==> config.mk <==
export PLATFORM = sky130hd
export DESIGN_NAME = matmul_mac_sched
export DESIGN_NICKNAME = d
export VERILOG_FILES = /design/src/rtl/matmul_mac_sched.sv
export SDC_FILE = /design/constraint.sdc
export NUM_CORES = 1
export LEC_CHECK = 0
export BUFFER_PORTS_ARGS = -buffer_cell sky130_fd_sc_hd__buf_2
export CORE_MARGIN = 2
export CORE_UTILIZATION = 30
export CTS_BUF_LIST = sky130_fd_sc_hd__clkbuf_16
export CTS_CLUSTER_SIZE = 28
export DETAILED_ROUTE_END_ITERATION = 7
export HOLD_SLACK_MARGIN = 0.08
export MAX_ROUTING_LAYER = met4
export PLACE_DENSITY = 0.48
export REMOVE_ABC_BUFFERS = 1
export SLEW_MARGIN = 0
export SYNTH_ARGS = -nofsm -noshare
export SYNTH_HDL_FRONTEND = slang
export SYNTH_SLANG_ARGS = --single-unit
==> constraint.sdc <==
create_clock -name clk_i -period 13.33 [get_ports clk_i]
set_input_delay 1.333 -clock clk_i [delete_from_list [all_inputs] [get_ports clk_i]]
set_output_delay 1.333 -clock clk_i [all_outputs]
set_load 0.01 [all_outputs]
==> src/rtl/matmul_mac_sched.sv <==
// rtl/matmul_mac_sched.sv - round-robin 2x2 matrix-multiply scheduler sharing one MAC
// A granted job takes 8 MAC steps plus one publish cycle; the next job can start one cycle later.
module matmul_mac_sched #(
   parameter int DW = 16
) (
   input  logic            clk_i,
   input  logic            rst_i,
   input  logic [1:0]      req_i,
   input  logic [8*DW-1:0] ops0_i,
   input  logic [8*DW-1:0] ops1_i,
   output logic [1:0]      gnt_o,
   output logic            busy_o,
   output logic            done_o,
   output logic            done_id_o,
   output logic [2*DW:0]   c11_o,
   output logic [2*DW:0]   c12_o,
   output logic [2*DW:0]   c21_o,
   output logic [2*DW:0]   c22_o
);

   typedef enum logic [1:0] {
      S_IDLE = 2'd0,
      S_MAC  = 2'd1,
      S_DONE = 2'd2
   } state_t;

   state_t          state_q;
   logic [2:0]      cnt_q;
   logic            last_q;
   logic            job_id_q;
   logic [1:0]      gnt_q;
   logic            busy_q;
   logic            done_q;
   logic            done_id_q;
   logic [DW-1:0]   ops_q [8];
   logic [2*DW:0]   sum_q [4];
   logic [2*DW:0]   c_q   [4];

   logic            sel_id_d;
   logic [2:0]      a_idx_d;
   logic [2:0]      b_idx_d;
   logic [2*DW-1:0] prod_d;

   // Step k: A row = k[2], A col = B row = k[0], B col = k[1].
   always_comb begin
      sel_id_d = (req_i == 2'b11) ? ~last_q : req_i[1];
      a_idx_d  = {1'b0, cnt_q[2], cnt_q[0]};
      b_idx_d  = {1'b1, cnt_q[0], cnt_q[1]};
      prod_d   = {{DW{1'b0}}, ops_q[a_idx_d]} * {{DW{1'b0}}, ops_q[b_idx_d]};
   end

   always_ff @(posedge clk_i or posedge rst_i) begin
      if (rst_i) begin
         state_q   <= S_IDLE;
         cnt_q     <= 3'd0;
         last_q    <= 1'b1;
         job_id_q  <= 1'b0;
         gnt_q     <= 2'b00;
         busy_q    <= 1'b0;
         done_q    <= 1'b0;
         done_id_q <= 1'b0;
         for (int i = 0; i < 8; i++) ops_q[i] <= '0;
         for (int i = 0; i < 4; i++) begin
            sum_q[i] <= '0;
            c_q[i]   <= '0;
         end
      end else begin
         gnt_q  <= 2'b00;
         done_q <= 1'b0;
         case (state_q)
            S_IDLE: begin
               busy_q <= 1'b0;
               if (|req_i) begin
                  for (int i = 0; i < 8; i++)
                     ops_q[i] <= sel_id_d ? ops1_i[i*DW +: DW] : ops0_i[i*DW +: DW];
                  for (int i = 0; i < 4; i++) sum_q[i] <= '0;
                  gnt_q    <= sel_id_d ? 2'b10 : 2'b01;
                  job_id_q <= sel_id_d;
                  busy_q   <= 1'b1;
                  cnt_q    <= 3'd0;
                  state_q  <= S_MAC;
               end
            end
            S_MAC: begin
               sum_q[cnt_q[2:1]] <= sum_q[cnt_q[2:1]] + {1'b0, prod_d};
               cnt_q             <= cnt_q + 3'd1;
               if (cnt_q == 3'd7) state_q <= S_DONE;
            end
            S_DONE: begin
               for (int i = 0; i < 4; i++) c_q[i] <= sum_q[i];
               done_q    <= 1'b1;
               done_id_q <= job_id_q;
               last_q    <= job_id_q;
               state_q   <= S_IDLE;
            end
            default: begin
               busy_q  <= 1'b0;
               state_q <= S_IDLE;
            end
         endcase
      end
   end

   assign gnt_o     = gnt_q;
   assign busy_o    = busy_q;
   assign done_o    = done_q;
   assign done_id_o = done_id_q;
   assign c11_o     = c_q[0];
   assign c12_o     = c_q[1];
   assign c21_o     = c_q[2];
   assign c22_o     = c_q[3];

endmodule

==> impl_metrics.yaml <==
outcome:
  status: "complete, no violations"
synth:
  synth-seq-cells: 404
  synth_xor_area_share_pct: 0.798
  syn-instance-count: 2623
  ys_async_sr_fraction_pct: 100
  yosys.area_share.simple_pct: 11.3
  avgSynthCellArea_um2: 10.5
  synth_edf_count: 0
  ys_seq_area_share_pct: 36.9
  synth_top_family_by_area: "adder cells"
  yosysWarnings: 0
  synth_area_um2: 27400
  ys.flop_type: "dfrtp_1"
  synth_compound_area_share_pct: 8.06
  yosys.area_share.adder_pct: 21.5
  synthMuxAreaShare_pct: 14.5
  ys_types: 60
final_layout:
  finalNonFillerCells: 4142
  fillers: 9250
  utilization_pct: 35.4
  nNetsFinal: 3525
  drive_above_1_share_pct: 23.6
  seqCellArea_um2: 10100
  multi_input_area_um2: 15500
  syn_to_final_growth_pct: 16.6
critical_path:
  critical_path_arrival_ns: 8.79
  cp-end-kind: "register"
  reg2reg_from: "cnt_q[2]$_DFFE_PP0P_"
  cp-startpoint: "cnt_q[2]$_DFFE_PP0P_"
  crit_path_end: "sum_q[30]$_DFFE_PP0P_"
  worstPathRequired_ns: 13.80
  worstReg2RegEnd: "sum_q[30]$_DFFE_PP0P_"
  worstPathMaxFanout: 37
  criticalPathCategory: "reg2reg"
  rrSetupSlack_ns: 5.00
  worst_setup_path_start_kind: "register"
  r2r_cells: 20
run:
  drv_cap: 0
global_route:
  grt.busiest_layer: "met2"
  use_met3_pct: 2.77
  grt_usage_pct: 18.5
  overflow: 0
  use_met1_pct: 24.8
  use_met2_pct: 30.0
  antenna_found_initial: 2
  grt_pass1_wl_um: 129000
  grt_pass1_vias: 20800
  grt_max_degree: 230
sta:
  max_freq_mhz: 120
  tightest_slew_ns: 1.02
  min_period_ns: 8.33
  relSlewSlack_pct: 31.7
  clock_skew_ns: 0.0288
  rsz0062_at_grt: "false"
  drv_slew: 0
  setup_viol: 0
  hold_viol: 0
  fin_crit_sh_pct: 62.5
  finalSetupTns_ns: 0
detailed_routing:
  vias_per_cell: 4.78
  via_count: 19800
  routed_wl_um: 83500
  drtIter0Drc: 1050
  antenna_left: 0
  wire_per_inst_um: 20.2
  drt_first_pass_iters: 5
  drc: 0
floorplan:
  fp.dieW_um: 306
  ios: 397
  die_h_um: 306
  die_area_um2: 93900
  placementRows: 110
  core_um2: 90300
  initial_utilization_pct: 30.4
clocking:
  cts-buffers-inserted: 48
  clockRootBuffer: "clkbuf_16"
  htree_levels: 2
  hold_buffers: 0
  cts_resized: 0
  cts.sinks: 404
  clkLatencyLatePin_ns: 0.60
  cts_tree: "built"
  clk_pin_slew_worst_paths_ns: 0.06
  clockBufferDepth: 3
  postCtsSetupRepairBufs: 0
placement:
  portBuffers: 396
  hpwl_um: 63000
  place.gp.congestion: 0.836
  post-place-cells: 4056
worst_hold_path:
  hold_class: "reg2reg"
## cells in the final DEF (no fill, tap or decap), types with 3 or more instances in the layout
cell type | synthesis | layout
dfrtp_1 | 403 | 400
buf_2 | 2 | 396
nand2_1 | 377 | 376
inv_1 | 348 | 356
o21ai_0 | 231 | 230
fa_1 | 226 | 226
mux2_2 | 133 | 133
and2_1 | 125 | 125
ha_1 | 109 | 107
mux2i_1 | 102 | 102
nand3_1 | 98 | 98
mux4_2 | 65 | 65
clkbuf_16 | 0 | 48
a21oi_1 | 38 | 38
nor2_1 | 33 | 32
a32oi_1 | 30 | 30
buf_4 | 0 | 20
a21o_1 | 13 | 13
xor2_1 | 13 | 13
and3_1 | 13 | 13
xnor2_1 | 12 | 12
clkinv_1 | 0 | 12
nand4_1 | 10 | 10
a31oi_1 | 8 | 8
nor3_1 | 6 | 6
clkinv_2 | 0 | 6
a22o_1 | 4 | 4
a211oi_1 | 4 | 4
o21a_1 | 4 | 4
o21bai_1 | 4 | 4
nand2b_1 | 4 | 4
clkinvlp_4 | 0 | 4
o31ai_1 | 3 | 3
o311ai_1 | 2 | 3
o211ai_1 | 3 | 3
or4_1 | 3 | 3
a31o_2 | 3 | 3
## synth_stat cells (all sizes together), types with 4 or more instances
library cell	count	area [µm²]
xnor2	12	105
mux2	133	1500
and2	125	782
nand2	378	1420
o311ai	6	60.1
mux4	65	1460
a21oi	39	206
nand4	10	62.6
a22o	4	35.0
a21o	13	97.6
o21ai	231	1160
fa	226	4520
and3	13	81.3
clkbuf	148	556
ha	109	1360
o21bai	4	30.0
nand3	98	490
a211oi	4	30.0
buf	12	47.6
mux2i	102	1020
a32oi	30	263
o21a	4	30.0
nand2b	4	25.0
xor2	13	114
nor3	6	30.0
nor2	33	124
a31oi	8	50.1
dfrtp	403	10100
inv	348	1310
## registers in the layout, indices dropped and copies added (netlist names), 2 cells and up
| register | cells |
|---|---|
| c21_o | 33 |
| c12_o | 33 |
| state_q | 2 |
| cnt_q | 3 |
| ops_q | 128 |
| c11_o | 33 |
| gnt_o | 2 |
| sum_q | 132 |
| c22_o | 33 |
## layout make-up
| cell class | instances | share of cell area (%) |
|---|---|---|
| multi-input cells | 1711 | 48.4 |
| flip-flops and latches | 404 | 31.6 |
| repair buffers | 417 | 6.73 |
| well taps | 1176 | 4.60 |
| inverters | 348 | 4.11 |
| clock buffers | 48 | 3.76 |
| clock inverters | 37 | 0.790 |
| diodes | 1 | 0.00782 |
## stage by stage
step / area [µm²] / hold slack [ns] / setup slack, ns
after CTS: 32000 / 0.464 / 4.95
after global placement: 30500 / 0.447 / 5.04
after floorplan: 26800 / 0.433 / -3.23
after detailed placement: 30500 / 0.451 / 4.98
final: 32000 / 0.462 / 5.00
after global routing: 32000 / 0.492 / 4.59
## worst max-delay path: stages (launching register included)
cell and delay, ns:
dfrtp_4 0.78, buf_4 0.67, mux4_2 0.65, nand2_1 0.15, fa_1 0.52, fa_1 0.58, fa_1 0.45, fa_1 0.55
inv_1 0.05, fa_1 0.48, inv_1 0.05, fa_1 0.47, inv_1 0.04, ha_1 0.34, a21oi_1 0.14, o21ai_0 0.17
o311ai_1 0.79, a211oi_1 0.22, o21bai_1 0.47, nand3_1 0.26, a32o_1 0.31
## per-layer routing
| metal | share of wire (%) | vias to the layer above |
|---|---|---|
| li1 | - | 9304 |
| met1 | 46 | 9993 |
| met2 | 48 | 429 |
| met3 | 4.5 | 89 |
| met4 | 1.8 | 0 |
| met5 | 0 | - |
## cell families after synthesis
group / Yosys count
fa+ha+maj: 335
buf+inv: 508
simple gates: 680
xor+xnor: 25
flops: 404
mux: 300
compound gates: 371
## worst min path at each step
stage / slack [ns] / to / depth (start not counted) / from
2_1_floorplan: 0.43 / ops_q[31]$_DFFE_PP0P_ / 2 / ops_q[31]$_DFFE_PP0P_
3_3_place_gp: 0.45 / ops_q[79]$_DFFE_PP0P_ / 2 / ops_q[79]$_DFFE_PP0P_
3_5_place_dp: 0.45 / ops_q[79]$_DFFE_PP0P_ / 2 / ops_q[79]$_DFFE_PP0P_
4_1_cts: 0.46 / ops_q[79]$_DFFE_PP0P_ / 2 / ops_q[79]$_DFFE_PP0P_
5_1_grt: 0.49 / ops_q[79]$_DFFE_PP0P_ / 2 / ops_q[79]$_DFFE_PP0P_
6_report: 0.46 / ops_q[79]$_DFFE_PP0P_ / 2 / ops_q[79]$_DFFE_PP0P_
Power is left out: the tool's default activity adds up to more than one toggle a clock period on the data nets, which glitch-free logic cannot reach.
